File: src/rtl/ahb_pkg.sv
// +----------------------------------------------------------------+
// | ahb_pkg : AHB transfer/burst/response codes and beat counting  |
// | Rev 1.0                                                        |
// +----------------------------------------------------------------+
`default_nettype none

package ahb_pkg;

  localparam logic [1:0] HTRANS_IDLE   = 2'b00;
  localparam logic [1:0] HTRANS_BUSY   = 2'b01;
  localparam logic [1:0] HTRANS_NONSEQ = 2'b10;
  localparam logic [1:0] HTRANS_SEQ    = 2'b11;

  localparam logic [2:0] HBURST_SINGLE = 3'b000;
  localparam logic [2:0] HBURST_INCR   = 3'b001;
  localparam logic [2:0] HBURST_WRAP4  = 3'b010;
  localparam logic [2:0] HBURST_INCR4  = 3'b011;
  localparam logic [2:0] HBURST_WRAP8  = 3'b100;
  localparam logic [2:0] HBURST_INCR8  = 3'b101;
  localparam logic [2:0] HBURST_WRAP16 = 3'b110;
  localparam logic [2:0] HBURST_INCR16 = 3'b111;

  localparam logic HRESP_OKAY  = 1'b0;
  localparam logic HRESP_ERROR = 1'b1;

  // Undefined-length INCR is treated as one beat so it can be cut after any beat.
  function automatic logic [4:0] burst_beats(input logic [2:0] hburst);
    logic [4:0] beats;
    case (hburst)
      HBURST_WRAP4,  HBURST_INCR4:  beats = 5'd4;
      HBURST_WRAP8,  HBURST_INCR8:  beats = 5'd8;
      HBURST_WRAP16, HBURST_INCR16: beats = 5'd16;
      default:                      beats = 5'd1;
    endcase
    return beats;
  endfunction

endpackage

`default_nettype wire

File: src/rtl/ahb_rr_picker.sv
// +----------------------------------------------------------------+
// | ahb_rr_picker : combinational round-robin selector with parking |
// | Rev 1.0                                                        |
// +----------------------------------------------------------------+
`default_nettype none

module ahb_rr_picker
  import ahb_pkg::*;
#(
  parameter int NUM_MASTERS    = 4,
  parameter int DEFAULT_MASTER = 0,
  parameter int MW             = $clog2(NUM_MASTERS)
) (
  input  logic [NUM_MASTERS-1:0] req,
  input  logic [MW-1:0]          last_idx,
  output logic [NUM_MASTERS-1:0] grant,
  output logic [MW-1:0]          idx
);

  logic          found;
  logic [MW-1:0] cand;

  // Offset NUM_MASTERS lands back on last_idx, so a lone current requester keeps the bus.
  always_comb begin
    found = 1'b0;
    cand  = '0;
    idx   = MW'(DEFAULT_MASTER);
    for (int off = 1; off <= NUM_MASTERS; off++) begin
      cand = MW'((int'(last_idx) + off) % NUM_MASTERS);
      if (!found && req[cand]) begin
        found = 1'b1;
        idx   = cand;
      end
    end
    grant = NUM_MASTERS'(1) << idx;
  end

endmodule

`default_nettype wire

File: src/rtl/ahb_bus_arbiter.sv
// +----------------------------------------------------------------+
// | ahb_bus_arbiter : round-robin AHB arbiter, burst/lock aware     |
// | Rev 1.0                                                        |
// +----------------------------------------------------------------+
`default_nettype none

module ahb_bus_arbiter
  import ahb_pkg::*;
#(
  parameter int NUM_MASTERS    = 4,
  parameter int DEFAULT_MASTER = 0,
  parameter int MW             = $clog2(NUM_MASTERS)
) (
  input  logic                   Hclk,
  input  logic                   Hreset,
  input  logic [NUM_MASTERS-1:0] hbusreq,
  input  logic [NUM_MASTERS-1:0] hlock,
  input  logic [1:0]             htrans,
  input  logic [2:0]             hburst,
  input  logic                   hready,
  input  logic                   hresp,
  output logic [NUM_MASTERS-1:0] hgrant,
  output logic [MW-1:0]          hmaster,
  output logic                   hmastlock
);

  logic [NUM_MASTERS-1:0] hgrant_q, hgrant_d;
  logic [MW-1:0]          grant_idx_q, grant_idx_d;
  logic [MW-1:0]          hmaster_q, hmaster_d;
  logic                   hmastlock_q, hmastlock_d;
  logic                   lock_q, lock_d;
  logic [4:0]             cnt_q, cnt_d;

  logic [NUM_MASTERS-1:0] pick_grant;
  logic [MW-1:0]          pick_idx;
  logic                   owner_lock;
  logic                   rearb;

  ahb_rr_picker #(
    .NUM_MASTERS    (NUM_MASTERS),
    .DEFAULT_MASTER (DEFAULT_MASTER),
    .MW             (MW)
  ) u_picker (
    .req      (hbusreq),
    .last_idx (grant_idx_q),
    .grant    (pick_grant),
    .idx      (pick_idx)
  );

  assign owner_lock = hlock[grant_idx_q];

  // Remaining beats after this edge; an ERROR first cycle kills the burst.
  always_comb begin
    cnt_d = cnt_q;
    if (hresp == HRESP_ERROR && !hready) begin
      cnt_d = '0;
    end else if (hready) begin
      case (htrans)
        HTRANS_NONSEQ: cnt_d = burst_beats(hburst) - 5'd1;
        HTRANS_SEQ:    cnt_d = (cnt_q != 5'd0) ? cnt_q - 5'd1 : cnt_q;
        HTRANS_IDLE,
        HTRANS_BUSY:   cnt_d = cnt_q;
        default:       cnt_d = cnt_q;
      endcase
    end
  end

  assign rearb = hready && (cnt_d == 5'd0) && !owner_lock;

  always_comb begin
    hgrant_d    = hgrant_q;
    grant_idx_d = grant_idx_q;
    hmaster_d   = hmaster_q;
    hmastlock_d = hmastlock_q;
    lock_d      = lock_q;
    if (hready) begin
      hmaster_d   = grant_idx_q;
      lock_d      = owner_lock;
      hmastlock_d = lock_q;
    end
    if (rearb) begin
      hgrant_d    = pick_grant;
      grant_idx_d = pick_idx;
    end
  end

  always_ff @(posedge Hclk or negedge Hreset) begin
    if (!Hreset) begin
      hgrant_q    <= NUM_MASTERS'(1) << DEFAULT_MASTER;
      grant_idx_q <= MW'(DEFAULT_MASTER);
      hmaster_q   <= MW'(DEFAULT_MASTER);
      hmastlock_q <= 1'b0;
      lock_q      <= 1'b0;
      cnt_q       <= 5'd0;
    end else begin
      hgrant_q    <= hgrant_d;
      grant_idx_q <= grant_idx_d;
      hmaster_q   <= hmaster_d;
      hmastlock_q <= hmastlock_d;
      lock_q      <= lock_d;
      cnt_q       <= cnt_d;
    end
  end

  assign hgrant    = hgrant_q;
  assign hmaster   = hmaster_q;
  assign hmastlock = hmastlock_q;

endmodule

`default_nettype wire

File: config.mk
export PLATFORM = sky130hd
export DESIGN_NAME = ahb_bus_arbiter
export DESIGN_NICKNAME = d
export VERILOG_FILES = /design/src/rtl/ahb_pkg.sv /design/src/rtl/ahb_rr_picker.sv /design/src/rtl/ahb_bus_arbiter.sv
export SDC_FILE = /design/constraint.sdc
export NUM_CORES = 1
export LEC_CHECK = 0
export ABC_AREA = 1
export BUFFER_PORTS_ARGS = -buffer_cell sky130_fd_sc_hd__buf_4
export CORE_ASPECT_RATIO = 0.6
export CORE_MARGIN = 4
export CORE_UTILIZATION = 49
export DETAILED_ROUTE_END_ITERATION = 7
export PLACE_DENSITY_LB_ADDON = 0.12
export SLEW_MARGIN = 20
export SYNTH_ARGS = -nofsm -noshare
export SYNTH_HDL_FRONTEND = slang
export SYNTH_HIERARCHICAL = 1
export SYNTH_SLANG_ARGS = --single-unit
File: constraint.sdc
create_clock -name Hclk -period 1.5 [get_ports Hclk]
set_input_delay 0 -clock Hclk [delete_from_list [all_inputs] [get_ports Hclk]]
set_output_delay 0 -clock Hclk [all_outputs]
set_load 0.005 [all_outputs]
After elaboration in Yosys (flattened, before gate mapping) --
Cells that the tools add are included.
Operators by class: add/subtract/negate cells 6, order comparisons 5, equal/unequal tests 9, shift operators 1, mux-type cells 25, reduce and logical (&&, ||, !) cells 18
Operators with widths (number):
- 5-bit two-way mux | 6
- 5-bit case mux with 3 select lines | 2
- 2-bit by 3-bit less-than comparator with 1-bit output (second input constant) | 5
- 3-bit == test (second input constant) | 4
- 1-bit binary-select mux with 2-bit select | 5
- 5-bit by 1-bit subtractor with 5-bit output (second input constant) | 2
- 1-bit two-way mux | 8
- 2-bit two-way mux | 4
- 2-bit OR reduction | 4
- 3-bit by 2-bit == test with 1-bit output (second input constant) | 2
- 1-bit logical AND | 6
- 1-bit zero test | 5
- 5-bit zero test | 1
- 5-bit nonzero test | 1
- 2-bit by 1-bit adder with 2-bit output (second input constant) | 2
- 2-bit adder (second input constant) | 2
- 2-bit == test (second input constant) | 2
- 1-bit by 2-bit left shift with 4-bit output (first input constant) | 1
- 2-bit by 1-bit == test with 1-bit output (second input constant) | 1
- 2-bit zero test | 1
Storage, ports and cells: register bits 15, bits of input ports 17, output and inout port bits 7, logic and storage cells 70

Depth between registers and ports, before layout --
Gate-level depths: netlist of the first run.
depth in word-level cells 14, gate-level depth with buffers 13, mapped depth without buffers 13

Hierarchy --
The synthesis of the first run kept the hierarchy.
By module, submodules not included:
- ahb_bus_arbiter | times used 1, cells an instance 115, area an instance 892.1 sq um, sequential area each 376.6 sq um
- ahb_rr_picker | times used 1, cells an instance 64, area an instance 340.3 sq um, sequential area each 0.0 sq um

Least setup slack after synthesis of the first run --
No wires, ideal clock.
path kind register -> register, start register cnt_q[0], end register grant_idx_q[1], library setup time 0.117 ns, data arrival time 1.487 ns, path slack -0.104 ns, stages on the path, launching flop included 12, cells stage by stage dfrtp_1 -> inv_1 -> ha_1 -> nand3_2 -> nand2_1 -> nand2_1 -> nand2_1 -> nand2_1 -> a21oi_4 -> nand3_4 -> nand2_1 -> nand2_1
On the way: longest elaborated chain between the ends 8, elaborated cells between the ends (all ways) 9
Ends and longest elaborated chain:
- start, declared | line ahb_bus_arbiter.sv:32 | logic [4:0] cnt_q, cnt_d;
- start signal, assigned | line ahb_bus_arbiter.sv:101 | cnt_q <= cnt_d;
- 5-bit by 1-bit subtractor with 5-bit output / 5-bit nonzero test (equally long branches) | line ahb_bus_arbiter.sv:60 | HTRANS_SEQ: cnt_d = (cnt_q != 5'd0) ? cnt_q - 5'd1 : cnt_q;
- 5-bit two-way mux | line ahb_bus_arbiter.sv:60
- 5-bit case mux with 3 select lines | line ahb_bus_arbiter.sv:58 | case (htrans)
- 5-bit two-way mux * | line ahb_bus_arbiter.sv:57 | end else if (hready) begin
- 5-bit two-way mux * | line ahb_bus_arbiter.sv:55 | if (hresp == HRESP_ERROR && !hready) begin
- 5-bit zero test * | line ahb_bus_arbiter.sv:68 | assign rearb = hready && (cnt_d == 5'd0) && !owner_lock;
- 1-bit logical AND * (2 in a row) | line ahb_bus_arbiter.sv:68
- end signal, assigned | line ahb_bus_arbiter.sv:90 | grant_idx_q <= MW'(DEFAULT_MASTER);
- end signal, assigned | line ahb_bus_arbiter.sv:97 | grant_idx_q <= grant_idx_d;
- end, declared | line ahb_bus_arbiter.sv:28 | logic [MW-1:0] grant_idx_q, grant_idx_d;
Every way passes the cells marked *; elsewhere a longest branch is shown, timed or not. A chain may end at the register's enable or synchronous reset.

Final worst setup path of the first run --
start register grant_idx_q[0], end register hgrant_q[3] (netlist: hgrant[3])
On the way: longest elaborated chain between the ends 14, elaborated cells between the ends (all ways) 30
Ends and longest elaborated chain:
- 2-bit by 1-bit adder with 2-bit output | line ahb_rr_picker.sv:29 | cand = MW'((int'(last_idx) + off) % NUM_MASTERS);
- 1-bit binary-select mux with 2-bit select | line ahb_rr_picker.sv:30 | if (!found && req[cand]) begin
- 1-bit two-way mux (implied by the code) | line ahb_rr_picker.sv:30
- 1-bit two-way mux | line ahb_rr_picker.sv:30
- 1-bit zero test | line ahb_rr_picker.sv:30
- 1-bit logical AND | line ahb_rr_picker.sv:30
- 1-bit two-way mux | line ahb_rr_picker.sv:30
- 1-bit zero test | line ahb_rr_picker.sv:30
- 1-bit logical AND | line ahb_rr_picker.sv:30
- 1-bit two-way mux | line ahb_rr_picker.sv:30
- 1-bit zero test | line ahb_rr_picker.sv:30
- 1-bit logical AND | line ahb_rr_picker.sv:30
- 2-bit two-way mux * | line ahb_rr_picker.sv:30
- via pick_idx[0] | line ahb_bus_arbiter.sv:35 | logic [MW-1:0] pick_idx;
- 1-bit by 2-bit left shift with 4-bit output * | line ahb_rr_picker.sv:35 | grant = NUM_MASTERS'(1) << idx;
- via pick_grant[3] | line ahb_bus_arbiter.sv:34 | logic [NUM_MASTERS-1:0] pick_grant;
- end signal, assigned | line ahb_bus_arbiter.sv:89 | hgrant_q <= NUM_MASTERS'(1) << DEFAULT_MASTER;
- end signal, assigned | line ahb_bus_arbiter.sv:96 | hgrant_q <= hgrant_d;
- end, declared | line ahb_bus_arbiter.sv:27 | logic [NUM_MASTERS-1:0] hgrant_q, hgrant_d;
Mark *: on every way through the listed nets, which the timed path passes. The rest lies on a longest branch. The select of a mux whose other input is x is not followed.

==> results of run 1 <==
[metal layers]
layer  part of all wire (%)  global-route usage, %
met1                     50                   33.7
met2                     41                   33.0
met3                    7.3                   5.98
met4                    1.8                   8.82
met5                      0                      0
[kinds of logic (layout without fill, tap and decap cells)]
group                    Yosys count  count (layout)
AO/OA/AOI/OAI                     15              15
adder cells (fa/ha/maj)            1               1
buffers and inverters             24              72
flip-flops                        15              15
AND/OR/NAND/NOR                  124             124
[power groups by stage]
stage               registers, mW  logic [mW]  clock network [mW]
global placement            0.638        1.62                   0
detailed placement          0.643        1.70                   0
global route                0.673        2.13               0.362
CTS                         0.655        1.81               0.338
finish                      0.659        1.97               0.336
floorplan                   0.650        1.08                   0
[placed cells by master (no fill, tap or decap), types with 2 or more instances in the layout]
master	count
nand3_4	2
o21ai_0	2
a21oi_2	2
nand3_1	9
buf_4	38
nand2_2	21
dlygate4sd3_1	2
nor2_4	4
nand2_4	7
inv_1	16
nor2_1	13
dfrtp_1	12
nand2_1	49
clkbuf_8	3
a21oi_4	2
buf_6	3
nand4_1	11
a21oi_1	6
nor2_2	4
nand3_2	3
buf_12	2
dfrtp_2	2
inv_2	5
[worst register-to-register path, stage by stage, from the launching register on]
cell and delay [ns]:
dfrtp_2 0.45, buf_6 0.15, buf_4 0.13, buf_4 0.13, o21bai_2 0.17, nand2_1 0.09, nand2_2 0.09, nand2_4 0.10
nand2_1 0.07, inv_1 0.06, nand4_1 0.09, nand2_1 0.08
[state kept, by name, indices dropped and copies added (netlist names)]
| signal | flops |
|---|---|
| cnt_q | 5 |
| hgrant | 4 |
| hmaster | 2 |
| lock_q | 1 |
| hmastlock | 1 |
| grant_idx_q | 2 |
[stage by stage]
stage	util [%]	TNS, ns
detailed placement	70.5	-0.680
CTS	75.6	-0.685
finish	77.7	-0.939
global placement	70.5	-0.426
floorplan	-	0
global route	77.7	-1.78
[final cells by class]
class / instances / area share [%]
Tap cell: 30 / 2.12
Clock buffer: 3 / 2.33
Inverter: 23 / 5.02
Multi-Input combinational cell: 140 / 47.4
Timing Repair Buffer: 45 / 21.4
Sequential cell: 15 / 21.4
Clock inverter: 1 / 0.283
[timing repair]
action,4_1_cts,5_1_grt
hold buffers,2,0
resized for setup,14,10
setup buffers,1,2
pin swaps,7,12
endpoints found under the hold margin,16,0
setup endpoints to repair,6,7
[worst max-delay path by stage]
stage / from / endpoint / cells past startpoint / slack (ns)
2_1_floorplan: cnt_q[0] / grant_idx_q[1] / 11 / 0.003
3_3_place_gp: cnt_q[0] / grant_idx_q[1] / 11 / -0.08
3_5_place_dp: grant_idx_q[0] / hgrant[3] / 13 / -0.15
4_1_cts: cnt_q[0] / hgrant[1] / 11 / -0.12
5_1_grt: grant_idx_q[0] / hgrant[2] / 12 / -0.28
6_report: grant_idx_q[0] / hgrant[3] / 11 / -0.16
==> impl_metrics.toml, run 1 <==
[synth]
yosys.area_share.adder_pct = 1.02
yosys-top-cells-area = "dfrtp_1 28%, nand2_1 19%, nand2_2 5.6%, nand4_1 5.6%, inv_1 5.5%"
synthCells = 179
synth.net_count = 197
yosysWarnings = 6
synth.most_common_cell = "nand2_1"
synth_edf_count = 0
synth_flop_cell = "dfrtp_1"
synth_xor_xnor_area_share_pct = 0
synth_area_um2 = 1230
seq_area_frac_synth_pct = 30.6
synth-simple-area-share_pct = 51.3
synth_area_per_cell_um2 = 6.89
synth_top_family_by_area = "simple AND/OR/NAND/NOR gates"
synth_area_leader_cell = "dfrtp_1"
ys_seq_elements = 15
synthArstFlopShare_pct = 100
synth_top_area_share_pct = 28.4
synth-compound-area-share_pct = 9.24
synth.area.mux_share_pct = 0
synth_cell_type_count = 25
yosys-top-cells-count = "61 x nand2_1, 18 x inv_1, 15 x nor2_1"

[placement]
hpwlAfterDp_um = 2870
place_area_um2 = 1610
place_ws_ns = -0.149
numPortBuffers = 22
dp_cells = 248
place.gp.congestion = 0.869

[critical_path]
worstSetupStartpointType = "flip-flop"
reg2reg_to = "hgrant[3]"
end_kind = "flip-flop"
cpMaxStageDelayCell = "dfrtp_2"
cp_common_cell = "nand2_1"
path_cells = "buf_6 -> buf_4 -> buf_4 -> o21bai_2 -> nand2_1 -> nand2_2 -> nand2_4 -> nand2_1 -> inv_1 -> nand4_1 -> nand2_1"
path_delay_family = "simple AND/OR/NAND/NOR gates"
r2r_cells = 11
cp.arrival_ns = 1.85
worst-path-buf-inv = 4
reg2reg_slack_ns = -0.16
worst_ep_required_time_ns = 1.69
path_class = "reg2reg"
cp_max_fo = 5
timing.rr.start = "grant_idx_q[0]"
cpPeakStageDelay_ns = 0.45

[detailed_routing]
ant_nets = 0
vias_per_cell = 5.23
drtIter0Drc = 91
drtPass1Iterations = 4
wl_per_cell_um = 14.7
vias = 1344
drt-total-wl_um = 3780
drc = 0

[timing]
worstMarginPinSlew_ns = 0.286
hold_viol = 0
fin_hold_ws_ns = 0.0386
finalMaxSlewViolations = 0
fin_crit_sh_pct = 111
fmax_mhz = 602
setup_viol = 7
slew_headroom_pct = 80.8
rsz0062_at_grt = "true"
period_minus_slack_ns = 1.66
layout_setup_ws_ns = -0.161
clock_skew_ns = 0.000957

[finish]
regArea_um2 = 379
fin_cells = 257
syn2layout_area_growth_pct = 43.6
nets = 246
fillerInstances = 161
design_area_um2 = 1770
layout-drive-gt1-share_pct = 45.4
insertedDiodeCount = 0
multi_input_area_um2 = 838

[clock_network]
h-tree-depth = 1
cts_tree = "done"
numClockSinks = 15
cts_buffers = 3
clk_path_buf_depth = 2
ctsRootBufferMaster = "clkbuf_8"
clk_latency_ns = 0.25
clk_pin_slew_worst_paths_ns = 0.06

[power]
p_total_mw = 2.96
power.switching_mw = 1.40
sw_frac_of_total_pct = 47.2
power.leakage_nw = 0.925
p_clk_share_pct = 11.3
p_int_mw = 1.57
p_seq_share_pct = 22.3
power_density_nw_per_um2 = 1670
p_comb_share_pct = 66.4
vdd_drop_max_uv = 1300

[grt]
grt_pass1_wl_um = 5820
gr-total-overflow = 0
track_usage_pct = 23.1
antenna_found_initial = 0
grt_max_degree = 16
grt_pass1_vias = 1257

[hold_path]
min_path_cells = 3
holdPathEnd = "hmaster[1]"
holdCritStartpoint = "hready"
hold_class = "in2reg"

[run]
drv_cap = 0

[floorplanning]
dieArea_um2 = 3410
rows = 13
coreArea_um2 = 2280
die_height_um = 46.8
die_w_um = 72.7
boundaryPins = 24
start_util_pct = 54.1

[outcome]
violations = "negative setup slack"
status = "finished with violations"
Power figures use the tool's default switching activity.
==> run 2: changes to the inputs <==
Settings changed: ABC_CLOCK_PERIOD_IN_PS set to 1500, RECOVER_POWER set to 50.
==> impl_metrics.toml, run 2 (same netlist as run 1, synthesis figures left out) <==
[outcome]
status = "finished with violations"
violations = "negative setup slack"

[power]
power.leakage_nw = 0.921
sw_frac_of_total_pct = 47.2
p_total_mw = 2.96
vdd_drop_max_uv = 1300
power_density_nw_per_um2 = 1680
p_clk_share_pct = 11.3
p_comb_share_pct = 66.4
p_seq_share_pct = 22.3
power.switching_mw = 1.40
p_int_mw = 1.56

[clock_network]
cts_tree = "done"
h-tree-depth = 1
ctsRootBufferMaster = "clkbuf_8"
numClockSinks = 15
cts_buffers = 3
clk_pin_slew_worst_paths_ns = 0.06
clk_path_buf_depth = 2
clk_latency_ns = 0.25

[timing]
setup_viol = 7
worstMarginPinSlew_ns = 0.836
rsz0062_at_grt = "true"
clock_skew_ns = 0.000965
layout_setup_ws_ns = -0.161
hold_viol = 0
fmax_mhz = 602
fin_setup_tns_ns = -0.935
period_minus_slack_ns = 1.66
fin_crit_sh_pct = 111
fin_hold_ws_ns = 0.0364
finalMaxSlewViolations = 0
slew_headroom_pct = 44.3

[floorplanning]
start_util_pct = 54.1
dieArea_um2 = 3410
rows = 13
die_w_um = 72.7
boundaryPins = 24
coreArea_um2 = 2280
die_height_um = 46.8

[finish]
largest_reg_flops = 5
multi_input_area_um2 = 838
insertedDiodeCount = 0
utilization_pct = 77.5
mostFrequentLayoutCell = "nand2_1"
nets = 246
fin_cells = 257
syn2layout_area_growth_pct = 43.2
fillerInstances = 163
top_register = "cnt_q"
regArea_um2 = 379
layout_common_cells = "49 x nand2_1, 37 x buf_4, 21 x nand2_2"
layout-drive-gt1-share_pct = 44.9

[detailed_routing]
drtIter0Drc = 91
ant_nets = 0
vias_per_cell = 5.22
vias = 1342
drc = 0
wl_per_cell_um = 14.7
drtPass1Iterations = 4
drt-total-wl_um = 3780

[critical_path]
worstSetupStartpointType = "flip-flop"
cp_max_fo = 5
cp.arrival_ns = 1.85
timing.rr.start = "grant_idx_q[0]"
end_kind = "flip-flop"
path_class = "reg2reg"
worst_ep_required_time_ns = 1.69
reg2reg_slack_ns = -0.16
r2r_cells = 11
reg2reg_to = "hgrant[3]"

[grt]
grt_pass1_wl_um = 5820
gr-total-overflow = 0
grt_pass1_vias = 1257
track_usage_pct = 23.1
antenna_found_initial = 0
grt_max_degree = 16

[hold_path]
holdCritStartpoint = "hready"
hold_class = "in2reg"
min_path_cells = 3
holdPathEnd = "hmaster[1]"

[placement]
numPortBuffers = 22
dp_cells = 248
place.gp.congestion = 0.869
hpwlAfterDp_um = 2870

[run]
drv_cap = 0
[run 2: area by class of cell]
type	count	share of cell area (%)
timing repair buffer	45	21.3
clock inverter	1	0.283
sequential	15	21.5
clock buffer	3	2.34
tap	30	2.13
multi-input combinational	140	47.5
inverter	23	5.03
[run 2: power groups by stage]
stage / registers, mW / clock network (mW) / logic (mW)
finish: 0.659 / 0.336 / 1.97
global route: 0.673 / 0.362 / 2.13
CTS: 0.655 / 0.338 / 1.81
detailed placement: 0.643 / 0 / 1.70
global placement: 0.638 / 0 / 1.62
floorplan: 0.650 / 0 / 1.08
[run 2: per-stage QoR]
step | cell area [µm²] | worst slack (ns)
6_report | 1770 | -0.161
5_1_grt | 1770 | -0.281
4_1_cts | 1720 | -0.122
3_5_place_dp | 1610 | -0.149
3_3_place_gp | 1610 | -0.0825
2_1_floorplan | 1250 | 0.00299
[run 2: worst max-delay path, stage by stage, from the launching register on]
cell and delay, ns:
dfrtp_2 0.45, buf_6 0.15, buf_4 0.13, buf_4 0.13
o21bai_2 0.17, nand2_1 0.09, nand2_2 0.09, nand2_4 0.10
nand2_1 0.07, inv_1 0.06, nand4_1 0.09, nand2_1 0.08
[run 2: layer usage]
layer / vias to the layer above / global-route usage, % / share of wire, %
met5: - / 0 / 0
met4: 0 / 8.82 / 1.8
met3: 9 / 5.98 / 6.9
met2: 51 / 33.0 / 41
met1: 616 / 33.7 / 50
li1: 666 / - / -
[run 2: how the worst max path moves through the flow]
stage / start / end / slack, ns
after floorplan: cnt_q[0] / grant_idx_q[1] / 0.003
after global placement: cnt_q[0] / grant_idx_q[1] / -0.08
after detailed placement: grant_idx_q[0] / hgrant[3] / -0.15
after CTS: cnt_q[0] / hgrant[1] / -0.12
after global routing: grant_idx_q[0] / hgrant[2] / -0.28
final: grant_idx_q[0] / hgrant[3] / -0.16
[run 2: timing repair]
item | CTS | global route
hold endpoints to repair | 16 | 0
hold buffers | 2 | 0
setup endpoints to repair | 6 | 7
pin swaps | 7 | 12
resized for setup | 14 | 10
buffers inserted | 1 | 2
